--- src/rtl/rca_pipe.sv ---
`default_nettype none
`timescale 1ns/1ps
// ============================================================================
// Module      : rca_pipe
// Description : Pipelined ripple-carry adder. The WIDTH-bit add is split into
//               STAGES chunks, and each stage registers the carry that feeds
//               the next stage. Optional signed overflow is controlled by the
//               macro RCA_PIPE_OVF_EN.
// Revision    : 1.0 - initial release
// ============================================================================
module rca_pipe #(
    parameter int WIDTH  = 16,
    parameter int STAGES = 4
) (
    input  logic             clk,
    input  logic             rst,
    input  logic             in_valid,
    output logic             in_ready,
    input  logic [WIDTH-1:0] in_a,
    input  logic [WIDTH-1:0] in_b,
    input  logic             in_cin,
    output logic             out_valid,
    input  logic             out_ready,
    output logic [WIDTH-1:0] out_sum,
    output logic             out_cout,
    output logic             out_ovf
);

    localparam int C_CHUNK = WIDTH / STAGES;

    if (WIDTH < 1 || STAGES < 1 || STAGES > WIDTH || (WIDTH % STAGES) != 0) begin : g_param_check
        $error("rca_pipe: WIDTH must be a positive multiple of STAGES, with 1 <= STAGES <= WIDTH");
    end

    // All stages move together: the pipe advances whenever the output slot frees up.
    logic w_adv;
    assign w_adv    = ~out_valid | out_ready;
    assign in_ready = w_adv & ~rst;

    for (genvar k = 0; k < STAGES; k++) begin : g_stage
        // C_REM is the count of operand bits that are not yet added when this stage is entered.
        localparam int C_REM = WIDTH - k * C_CHUNK;
        localparam int C_SUM = (k + 1) * C_CHUNK;

        logic [C_REM-1:0]   w_rem_a;
        logic [C_REM-1:0]   w_rem_b;
        logic               w_cin;
        logic               w_vin;
        logic [C_CHUNK-1:0] w_s;
        logic               w_cout;
        logic [C_SUM-1:0]   w_sum_nxt;

        logic [C_SUM-1:0]   r_sum;
        logic               r_cy;
        logic               r_vld;

        if (k == 0) begin : g_head
            assign w_rem_a   = in_a;
            assign w_rem_b   = in_b;
            assign w_cin     = in_cin;
            assign w_vin     = in_valid;
            assign w_sum_nxt = w_s;
        end else begin : g_body
            assign w_rem_a   = g_stage[k-1].g_fwd.r_ua;
            assign w_rem_b   = g_stage[k-1].g_fwd.r_ub;
            assign w_cin     = g_stage[k-1].r_cy;
            assign w_vin     = g_stage[k-1].r_vld;
            assign w_sum_nxt = {w_s, g_stage[k-1].r_sum};
        end

        // Full-adder chain over this stage's chunk.
        always_comb begin
            logic v_c;
            v_c = w_cin;
            w_s = '0;
            for (int i = 0; i < C_CHUNK; i++) begin
                w_s[i] = w_rem_a[i] ^ w_rem_b[i] ^ v_c;
                v_c    = (w_rem_a[i] & w_rem_b[i]) | (v_c & (w_rem_a[i] ^ w_rem_b[i]));
            end
            w_cout = v_c;
        end

        always_ff @(posedge clk or posedge rst) begin
            if (rst) begin
                r_vld <= 1'b0;
                r_cy  <= 1'b0;
                r_sum <= '0;
            end else if (w_adv) begin
                r_vld <= w_vin;
                r_cy  <= w_cout;
                r_sum <= w_sum_nxt;
            end
        end

        if (k < STAGES - 1) begin : g_fwd
            logic [C_REM-C_CHUNK-1:0] r_ua;
            logic [C_REM-C_CHUNK-1:0] r_ub;

            always_ff @(posedge clk or posedge rst) begin
                if (rst) begin
                    r_ua <= '0;
                    r_ub <= '0;
                end else if (w_adv) begin
                    r_ua <= w_rem_a[C_REM-1:C_CHUNK];
                    r_ub <= w_rem_b[C_REM-1:C_CHUNK];
                end
            end
        end

`ifdef RCA_PIPE_OVF_EN
        if (k == STAGES - 1) begin : g_ovf
            // The carry into the MSB is recovered as a^b^s at that bit.
            logic w_cmsb;
            logic r_ovf;
            assign w_cmsb = w_rem_a[C_CHUNK-1] ^ w_rem_b[C_CHUNK-1] ^ w_s[C_CHUNK-1];

            always_ff @(posedge clk or posedge rst) begin
                if (rst) begin
                    r_ovf <= 1'b0;
                end else if (w_adv) begin
                    r_ovf <= w_cmsb ^ w_cout;
                end
            end
        end
`endif
    end

    assign out_valid = g_stage[STAGES-1].r_vld;
    assign out_sum   = g_stage[STAGES-1].r_sum;
    assign out_cout  = g_stage[STAGES-1].r_cy;

`ifdef RCA_PIPE_OVF_EN
    assign out_ovf = g_stage[STAGES-1].g_ovf.r_ovf;
`else
    assign out_ovf = 1'b0;
`endif

endmodule
`default_nettype wire

--- config.mk ---
export PLATFORM = sky130hd
export DESIGN_NAME = rca_pipe
export DESIGN_NICKNAME = d
export VERILOG_FILES = /design/src/rtl/rca_pipe.sv
export SDC_FILE = /design/constraint.sdc
export NUM_CORES = 1
export LEC_CHECK = 0
export CORE_ASPECT_RATIO = 2
export CORE_MARGIN = 2
export CORE_UTILIZATION = 45
export CTS_CLUSTER_SIZE = 30
export DETAILED_ROUTE_END_ITERATION = 10
export PLACE_DENSITY = 0.65
export SLEW_MARGIN = 0
export SYNTH_ARGS = -nofsm -noshare
export SYNTH_HDL_FRONTEND = slang
export SYNTH_SLANG_ARGS = --single-unit
--- constraint.sdc ---
create_clock -name clk -period 3.75 [get_ports clk]
set_clock_uncertainty 0.05 [all_clocks]
set_input_delay 0.75 -clock clk [delete_from_list [all_inputs] [get_ports clk]]
set_output_delay 0.75 -clock clk [all_outputs]
set_load 0.02 [all_outputs]
==> results of run 1 <==
through the flow:
step / worst slack [ns] / util / area, µm²
4_1_cts: 0.880 / 0.550 / 5340
5_1_grt: 0.847 / 0.550 / 5340
2_1_floorplan: 0.445 / - / 4440
3_5_place_dp: 0.805 / 0.515 / 5000
6_report: 0.892 / 0.550 / 5340
3_3_place_gp: 0.865 / 0.515 / 5000
placed cells by master, fill, tap and decap left out:
| cell | synthesis | final |
|---|---|---|
| dfrtp_1 | 96 | 96 |
| clkinvlp_4 | 0 | 2 |
| nand2b_4 | 1 | 1 |
| nor3b_1 | 9 | 9 |
| clkbuf_8 | 0 | 3 |
| conb_1 | 1 | 1 |
| buf_4 | 1 | 3 |
| fa_1 | 16 | 16 |
| mux2i_1 | 3 | 3 |
| bufinv_16 | 0 | 2 |
| mux2_2 | 7 | 7 |
| nor2_1 | 1 | 1 |
| buf_12 | 7 | 1 |
| inv_1 | 29 | 28 |
| nor2b_4 | 1 | 1 |
| mux2_4 | 76 | 76 |
| a21oi_1 | 9 | 9 |
| nand2b_1 | 1 | 1 |
| inv_4 | 0 | 1 |
| clkbuf_16 | 0 | 9 |
| clkdlybuf4s50_1 | 0 | 55 |
per-layer routing:
metal	share of wire	track usage	vias up
met5	0	0	-
met2	0.52	0.227	36
met1	0.43	0.192	1094
li1	-	-	977
met3	0.032	0.0355	9
met4	0.022	0.0677	0
registers in the layout, indices dropped and copies added (netlist names):
name / cells
g_stage.r_vld: 3
out_cout: 1
g_stage.g_fwd.r_ub: 24
g_stage.r_cy: 3
out_valid: 1
g_stage.r_sum: 24
out_sum: 16
g_stage.g_fwd.r_ua: 24
final cells by class:
cell class | count | area, µm²
inverter | 29 | 111
sequential | 96 | 2400
multi-input combinational | 125 | 1720
fill | 837 | 4360
clock inverter | 4 | 75.1
tap | 132 | 165
clock buffer | 12 | 267
timing repair buffer | 59 | 593
cell families (layout without fill, tap and decap cells):
| kind of cell | Yosys count | count (layout) |
|---|---|---|
| AOI/OAI and AO/OA | 9 | 9 |
| adders and majority gates | 16 | 16 |
| buffers and inverters | 43 | 104 |
| DFF | 96 | 96 |
| muxes | 86 | 86 |
| other | 1 | 1 |
| and+or+nand+nor | 13 | 13 |
worst max path at each step:
stage                                    end  slack (ns)  startpoint  cells past startpoint
global placement         g_stage[0].r_sum[3]        0.86     in_a[0]                      9
floorplan           g_stage[0].g_fwd.r_ua[0]        0.44         rst                      1
CTS                                 in_ready        0.88   out_ready                      4
global route                        in_ready        0.85   out_ready                      4
finish                              in_ready        0.89   out_ready                      4
detailed placement       g_stage[0].r_sum[3]        0.80     in_a[0]                      9
power by group:
| part | internal [mW] | total (mW) | switching (mW) | leakage [nW] |
|---|---|---|---|---|
| clock | 0.639 | 1.02 | 0.380 | 0.161 |
| sequential | 1.49 | 1.77 | 0.279 | 1.11 |
| combinational | 1.04 | 1.68 | 0.639 | 1.21 |
| total | 3.17 | 4.47 | 1.30 | 2.48 |
==> results.tsv, run 1 <==
metric	value	unit
holdWs	0.418	ns
worst_pin_slew	0.577	ns
cp_slowest_cell	clkdlybuf4s50_1	
cp_common_cell	clkdlybuf4s50_1	
cts_htree_levels	3	
rrSetupSlack	1.49	ns
cp-end-kind	output port	
ir_drop	351	µV
die_y	145	µm
drc	0	
row_count	51	
finalPower	4.47	mW
layout.cells.non_filler	457	
num_vias	2116	
place.gp.congestion	0.720	
syn-cell-area	4440	µm²
drv_slew	0	
grt_pass1_vias	2390	
vias_per_cell	4.63	
cts-resized-gates	0	
synth_top_family_by_area	multiplexers	
area_delta_synth_final	20.1	%
netlist.area_leader.share	0.541	
ys_top_cells_by_count	dfrtp_1 (96), mux2_4 (76), inv_1 (29), fa_1 (16)	
min_period	2.86	ns
drv_cap	0	
slew_headroom	0.615	
drive_gt1_frac	0.326	
yosysMostFrequentCell	dfrtp_1	
antenna_found_initial	0	
fp.dieW	74.3	µm
slowest_delay	0.62	ns
hold_violations	0	
tns	0	ns
drtIter0Drc	132	
start_kind	input pin	
clk_pin_slew_worst_paths	0.06	ns
min_to	out_valid	
ios	57	
yosysWarnings	0	
critPathKind	in -> out	
r2r-end	out_sum[15]	
ys_ff_latch	96	
setup_viol	0	
p_leak	2.48	nW
core-area	9700	µm²
synth_edf_count	0	
postCtsHoldBufs	0	
synthMuxAreaShare	0.281	
min_from	g_stage[2].r_vld	
avgSynthCellArea	16.8	µm²
grtUsageTotal	0.146	
clock_latency	0.34	ns
start_util	0.458	
path_delay_family	buffers and inverters	
routedWlPerCell	15.0	µm
regToRegStartpoint	g_stage[2].r_cy	
synthSimpleGateAreaFrac	0.0236	
ys_seq_area_frac	0.541	
yosysTopAreaCell	dfrtp_1	
outcome	complete, no violations	
root_buffer	clkbuf_16	
synth_area_leaders	dfrtp_1 (54%), mux2_4 (26%), fa_1 (7.2%)	
die_area	10700	µm²
grt_setup_unrepaired	no	
synth_cell_types	17	
grt_overflow_total	0	
drt_wl_total	6.84	mm
synthArstFlopShare	1.00	
crit_chain	clkdlybuf4s50_1 > nor2b_4 > nor2_1 > clkdlybuf4s50_1	
dp_hpwl	4.55	mm
finalCritPeriodShare	0.762	
dp_cells	441	
synth_compound_area_frac	0.0101	
grt_pass1_wl	11.7	mm
final_nets	373	
whs_path_depth	1	
reg2reg_depth	8	
drtPass1Iterations	4	
fmax	350	MHz
synth_adder_area_share	0.0721	
grt_max_degree	56	
crit_path_max_fanout	3	
critPathRequiredTime	2.95	ns
cts_tree	built	
cp_data_arrival_time	2.06	ns
ant_nets	0	
numCtsBuffers	9	
hold_path_class	reg -> reg	
diodes	0	
power_density	837	nW/µm²
clock-sinks	96	
ys.flop_type	dfrtp_1	
synth_xor_area_frac	0	
cts_buffer_depth	2	
syn_nets	317	
cts_setup_buffers	0	
synthCells	264	
path_buf_inv	2	
port_buffers	55	
Power figures use the tool's default switching activity.
==> run 2, diff against run 1 <==
--- a/config.mk
+++ b/config.mk
@@ -10,7 +10,7 @@
 export CORE_UTILIZATION = 45
 export CTS_CLUSTER_SIZE = 30
 export DETAILED_ROUTE_END_ITERATION = 10
-export PLACE_DENSITY = 0.65
+export PLACE_DENSITY = 0.68
 export SLEW_MARGIN = 0
 export SYNTH_ARGS = -nofsm -noshare
 export SYNTH_HDL_FRONTEND = slang
==> constraint.sdc (replaced) <==
create_clock -name clk -period 2.45 [get_ports clk]
set_clock_uncertainty 0.05 [all_clocks]
set_input_delay 0.49 -clock clk [delete_from_list [all_inputs] [get_ports clk]]
set_output_delay 0.49 -clock clk [all_outputs]
set_load 0.02 [all_outputs]
==> run 2 against run 1 <==
Flip-flop and latch count did not move. Power rose by 53%. Largest cell class unchanged. Wire length rose by 5.7%. Non-clock buffer count rose by 7. Worst setup slack got worse by 0.79 ns. First-iteration DRC count fell by 30%. Count of clock-buffer cells in the layout did not move. Critical path depth rose by 5. Global-route usage rose by 0.62 points. Via count rose by 2.3%. Largest power group unchanged.
==> results.tsv, run 2 (same netlist as run 1, synthesis figures left out) <==
metric	value	unit
outcome	complete, no violations	
slew_headroom	0.659	
antenna_found_initial	0	
drtIter0Drc	93	
clock_latency	0.34	ns
cts_tree	built	
ir_drop	571	µV
row_count	51	
num-fill-cells	821	
drtPass1Iterations	4	
fp.dieW	74.3	µm
grtUsageTotal	0.152	
holdWs	0.426	ns
dp_hpwl	4.97	mm
fmax	427	MHz
start_kind	input pin	
finalPower	6.82	mW
grt_pass1_wl	12.1	mm
area_delta_synth_final	21.1	%
cp_data_arrival_time	2.56	ns
clk_pin_slew_worst_paths	0.06	ns
port_buffers	55	
ant_nets	0	
die_area	10700	µm²
num_vias	2165	
cts_setup_buffers	0	
crit_path_max_fanout	1	
diodes	0	
cts_buffer_depth	2	
postCtsHoldBufs	0	
grt_setup_unrepaired	no	
critPathKind	in -> reg	
core-area	9700	µm²
hold_path_class	reg -> reg	
routedWlPerCell	15.6	µm
drv_cap	0	
postPlaceCellArea	5070	µm²
worst_pin_slew	0.512	ns
final_common_cell	dfrtp_1	
drt_wl_total	7.23	mm
grt_pass1_vias	2386	
largestRegisters	g_stage.g_fwd.r_ua: 24 flops, g_stage.g_fwd.r_ub: 24 flops, g_stage.r_sum: 24 flops	
critPathRequiredTime	2.66	ns
min_period	2.34	ns
drc	0	
place.gp.congestion	0.769	
finalCritPeriodShare	0.957	
final_cell_area	5380	µm²
ios	57	
p_leak	2.53	nW
grt_overflow_total	0	
final_nets	380	
grt_max_degree	57	
vias_per_cell	4.68	
cp-end-kind	flip-flop	
hold_violations	0	
power_density	1270	nW/µm²
mostFrequentLayoutCells	dfrtp_1 (96), mux2_4 (76), clkdlybuf4s50_1 (54)	
numCtsBuffers	9	
drive_gt1_frac	0.338	
clock-sinks	96	
drv_slew	0	
cts_htree_levels	3	
die_y	145	µm
start_util	0.458	
root_buffer	clkbuf_16	
setup_viol	0	
-- run 2: cell types whose count changed in the layout (fill, tap and decap cells not counted) --
| cell | change |
|---|---|
| bufinv_16 | -1 |
| inv_4 | -1 |
| buf_4 | +5 |
| clkdlybuf4s50_1 | -1 |
| buf_12 | +2 |
| dlymetal6s2s_1 | +1 |
| clkinvlp_4 | -1 |
| clkinv_2 | +2 |
-- run 2: area by class of cell --
| type | count | area, µm² | area share |
|---|---|---|---|
| clock buffer | 12 | 267 | 0.0495 |
| clock inverter | 3 | 40.0 | 0.00744 |
| inverter | 29 | 113 | 0.0209 |
| multi-input combinational | 125 | 1720 | 0.320 |
| sequential | 96 | 2400 | 0.446 |
| tap | 132 | 165 | 0.0307 |
| timing repair buffer | 66 | 673 | 0.125 |
-- run 2: worst paths after layout --
path                       depth (start not counted)  slack [ns]                      from                  endpoint
setup / recovery                                   9        0.11                   in_b[0]       g_stage[0].r_sum[3]
hold / removal                                     1        0.43          g_stage[2].r_vld                 out_valid
setup reg to reg                                   8        0.19  g_stage[2].g_fwd.r_ua[0]               out_sum[15]
hold reg to reg                                    1        0.43          g_stage[2].r_vld                 out_valid
max in group asynchronous                          3        1.21                       rst  g_stage[0].g_fwd.r_ua[3]
min in group asynchronous                          2        0.50                       rst  g_stage[0].g_fwd.r_ua[8]
-- run 2: layer usage --
metal  track usage  wire [µm]
met5             0          0
met4        0.0705        146
met3        0.0293        200
met2         0.245       3850
met1         0.197       3030
-- run 2: metrics by stage --
step                TNS, ns  setup slack, ns   util  instances
finish                    0            0.106  0.555        463
global placement     -0.202           -0.173  0.523        448
CTS                       0           0.0129  0.555        463
global route              0           0.0425  0.555        463
detailed placement   -0.330           -0.210  0.523        448
floorplan                 0            0.276      -        264
-- run 2: timing repair --
item                                    in CTS  in global routing
endpoints found under the setup margin       0                  1
endpoints found under the hold margin        0                  0
gates resized for setup                      0                  1
-- run 2: report_power, final --
group / internal, mW / switching (mW)
Combinational: 1.66 / 1.04
Clock: 0.865 / 0.557
Sequential: 2.28 / 0.419
Total: 4.80 / 2.01
-- run 2: critical path, cell delays in order --
cell	delay (ns)
clkdlybuf4s50_1	0.40
inv_1	0.08
fa_1	0.16
inv_1	0.05
fa_1	0.37
fa_1	0.37
inv_1	0.07
fa_1	0.41
a21oi_1	0.15
==> run 3, diff against run 2 <==
--- a/config.mk
+++ b/config.mk
@@ -5,7 +5,7 @@
 export SDC_FILE = /design/constraint.sdc
 export NUM_CORES = 1
 export LEC_CHECK = 0
-export CORE_ASPECT_RATIO = 2
+export CORE_ASPECT_RATIO = 0.7
 export CORE_MARGIN = 2
 export CORE_UTILIZATION = 45
 export CTS_CLUSTER_SIZE = 30
==> run 3 against run 2 <==
Via count decreased by 1.4%. Fmax down 1.2%. Critical path type unchanged. Non-clock buffer count is 1 lower. Largest cell class unchanged. First-iteration DRC count shrank 11%. Largest power group unchanged.
==> results.tsv, run 3 (same netlist as run 1, synthesis figures left out) <==
metric	value	unit
outcome	complete, no violations	
final_nets	379	
holdWs	0.419	ns
drive_gt1_frac	0.335	
ios	57	
crit_path_max_fanout	1	
dp_hpwl	4.52	mm
postPlaceCellArea	5070	µm²
postCtsHoldBufs	0	
start_util	0.461	
core-area	9650	µm²
grt_pass1_vias	2212	
area_delta_synth_final	21.8	%
port_buffers	55	
start_kind	input pin	
ant_nets	0	
setup_viol	0	
root_buffer	clkbuf_16	
cts_setup_buffers	0	
hold_path_class	reg -> reg	
hold_violations	0	
grt_pass1_wl	11.3	mm
fmax	422	MHz
row_count	30	
final_common_cell	dfrtp_1	
die_area	10700	µm²
routedWlPerCell	14.6	µm
clk_pin_slew_worst_paths	0.06	ns
cp_data_arrival_time	2.59	ns
ir_drop	430	µV
final_cell_area	5410	µm²
cp-end-kind	flip-flop	
fp.dieW	123	µm
antenna_found_initial	0	
worst_pin_slew	0.553	ns
die_y	87.1	µm
drtIter0Drc	83	
finalCritPeriodShare	0.968	
clock-sinks	96	
cts_tree	built	
slew_headroom	0.632	
vias_per_cell	4.65	
cts-resized-gates	0	
min_period	2.37	ns
largestRegisters	g_stage.g_fwd.r_ua: 24 flops, g_stage.g_fwd.r_ub: 24 flops, g_stage.r_sum: 24 flops	
p_leak	2.53	nW
grt_max_degree	97	
grt_setup_unrepaired	no	
drtPass1Iterations	6	
cts_htree_levels	3	
grt_overflow_total	0	
numCtsBuffers	9	
tns	0	ns
cts_buffer_depth	2	
drc	0	
clock_latency	0.34	ns
drv_cap	0	
mostFrequentLayoutCells	dfrtp_1 (96), mux2_4 (76), clkdlybuf4s50_1 (54)	
drt_wl_total	6.72	mm
critPathKind	in -> reg	
num_vias	2135	
diodes	0	
power_density	1280	nW/µm²
grtUsageTotal	0.142	
num-fill-cells	747	
place.gp.congestion	0.707	
critPathRequiredTime	2.66	ns
drv_slew	0	
[run 3: per-stage QoR]
stage	setup WS, ns	cells	total power, mW	utilization
2_1_floorplan	0.276	264	4.73	-
3_3_place_gp	-0.198	443	5.34	0.526
3_5_place_dp	-0.305	443	5.43	0.526
4_1_cts	0.0323	459	7.03	0.561
5_1_grt	0.00692	459	7.39	0.561
6_report	0.0777	459	6.92	0.561
[run 3: layout make-up]
type / count / area [µm²] / share of cell area
clock buffer: 10 / 229 / 0.0423
clock inverter: 6 / 108 / 0.0199
inverter: 29 / 113 / 0.0208
multi-input combinational: 125 / 1720 / 0.318
sequential: 96 / 2400 / 0.444
tap: 128 / 160 / 0.0296
timing repair buffer: 65 / 678 / 0.125
[run 3: worst max-delay path, cell delays in order]
cell and delay (ns):
clkdlybuf4s50_1 0.41, inv_1 0.09, fa_1 0.17, inv_1 0.05, fa_1 0.37, fa_1 0.36, inv_1 0.09, fa_1 0.41
a21oi_1 0.14
[run 3: final timing paths]
path / startpoint / end / slack (ns) / depth (start not counted)
max: in_a[0] / g_stage[0].r_sum[3] / 0.08 / 9
min: g_stage[2].r_vld / out_valid / 0.42 / 1
max reg2reg: g_stage[2].r_cy / out_sum[15] / 0.16 / 8
min reg2reg: g_stage[2].r_vld / out_valid / 0.42 / 1
max in group asynchronous: rst / g_stage[2].r_sum[4] / 1.35 / 3
min in group asynchronous: rst / out_sum[10] / 0.62 / 3
[run 3: power breakdown]
group	switching (mW)	internal [mW]
clock network	0.567	0.993
logic	1.02	1.66
registers	0.406	2.28
[run 3: per-layer routing]
metal	part of all wire	track usage	up-vias
met3	0.040	0.0465	8
met1	0.50	0.204	1091
met5	0	0	-
li1	-	-	1001
met4	0.013	0.0502	0
met2	0.45	0.201	35
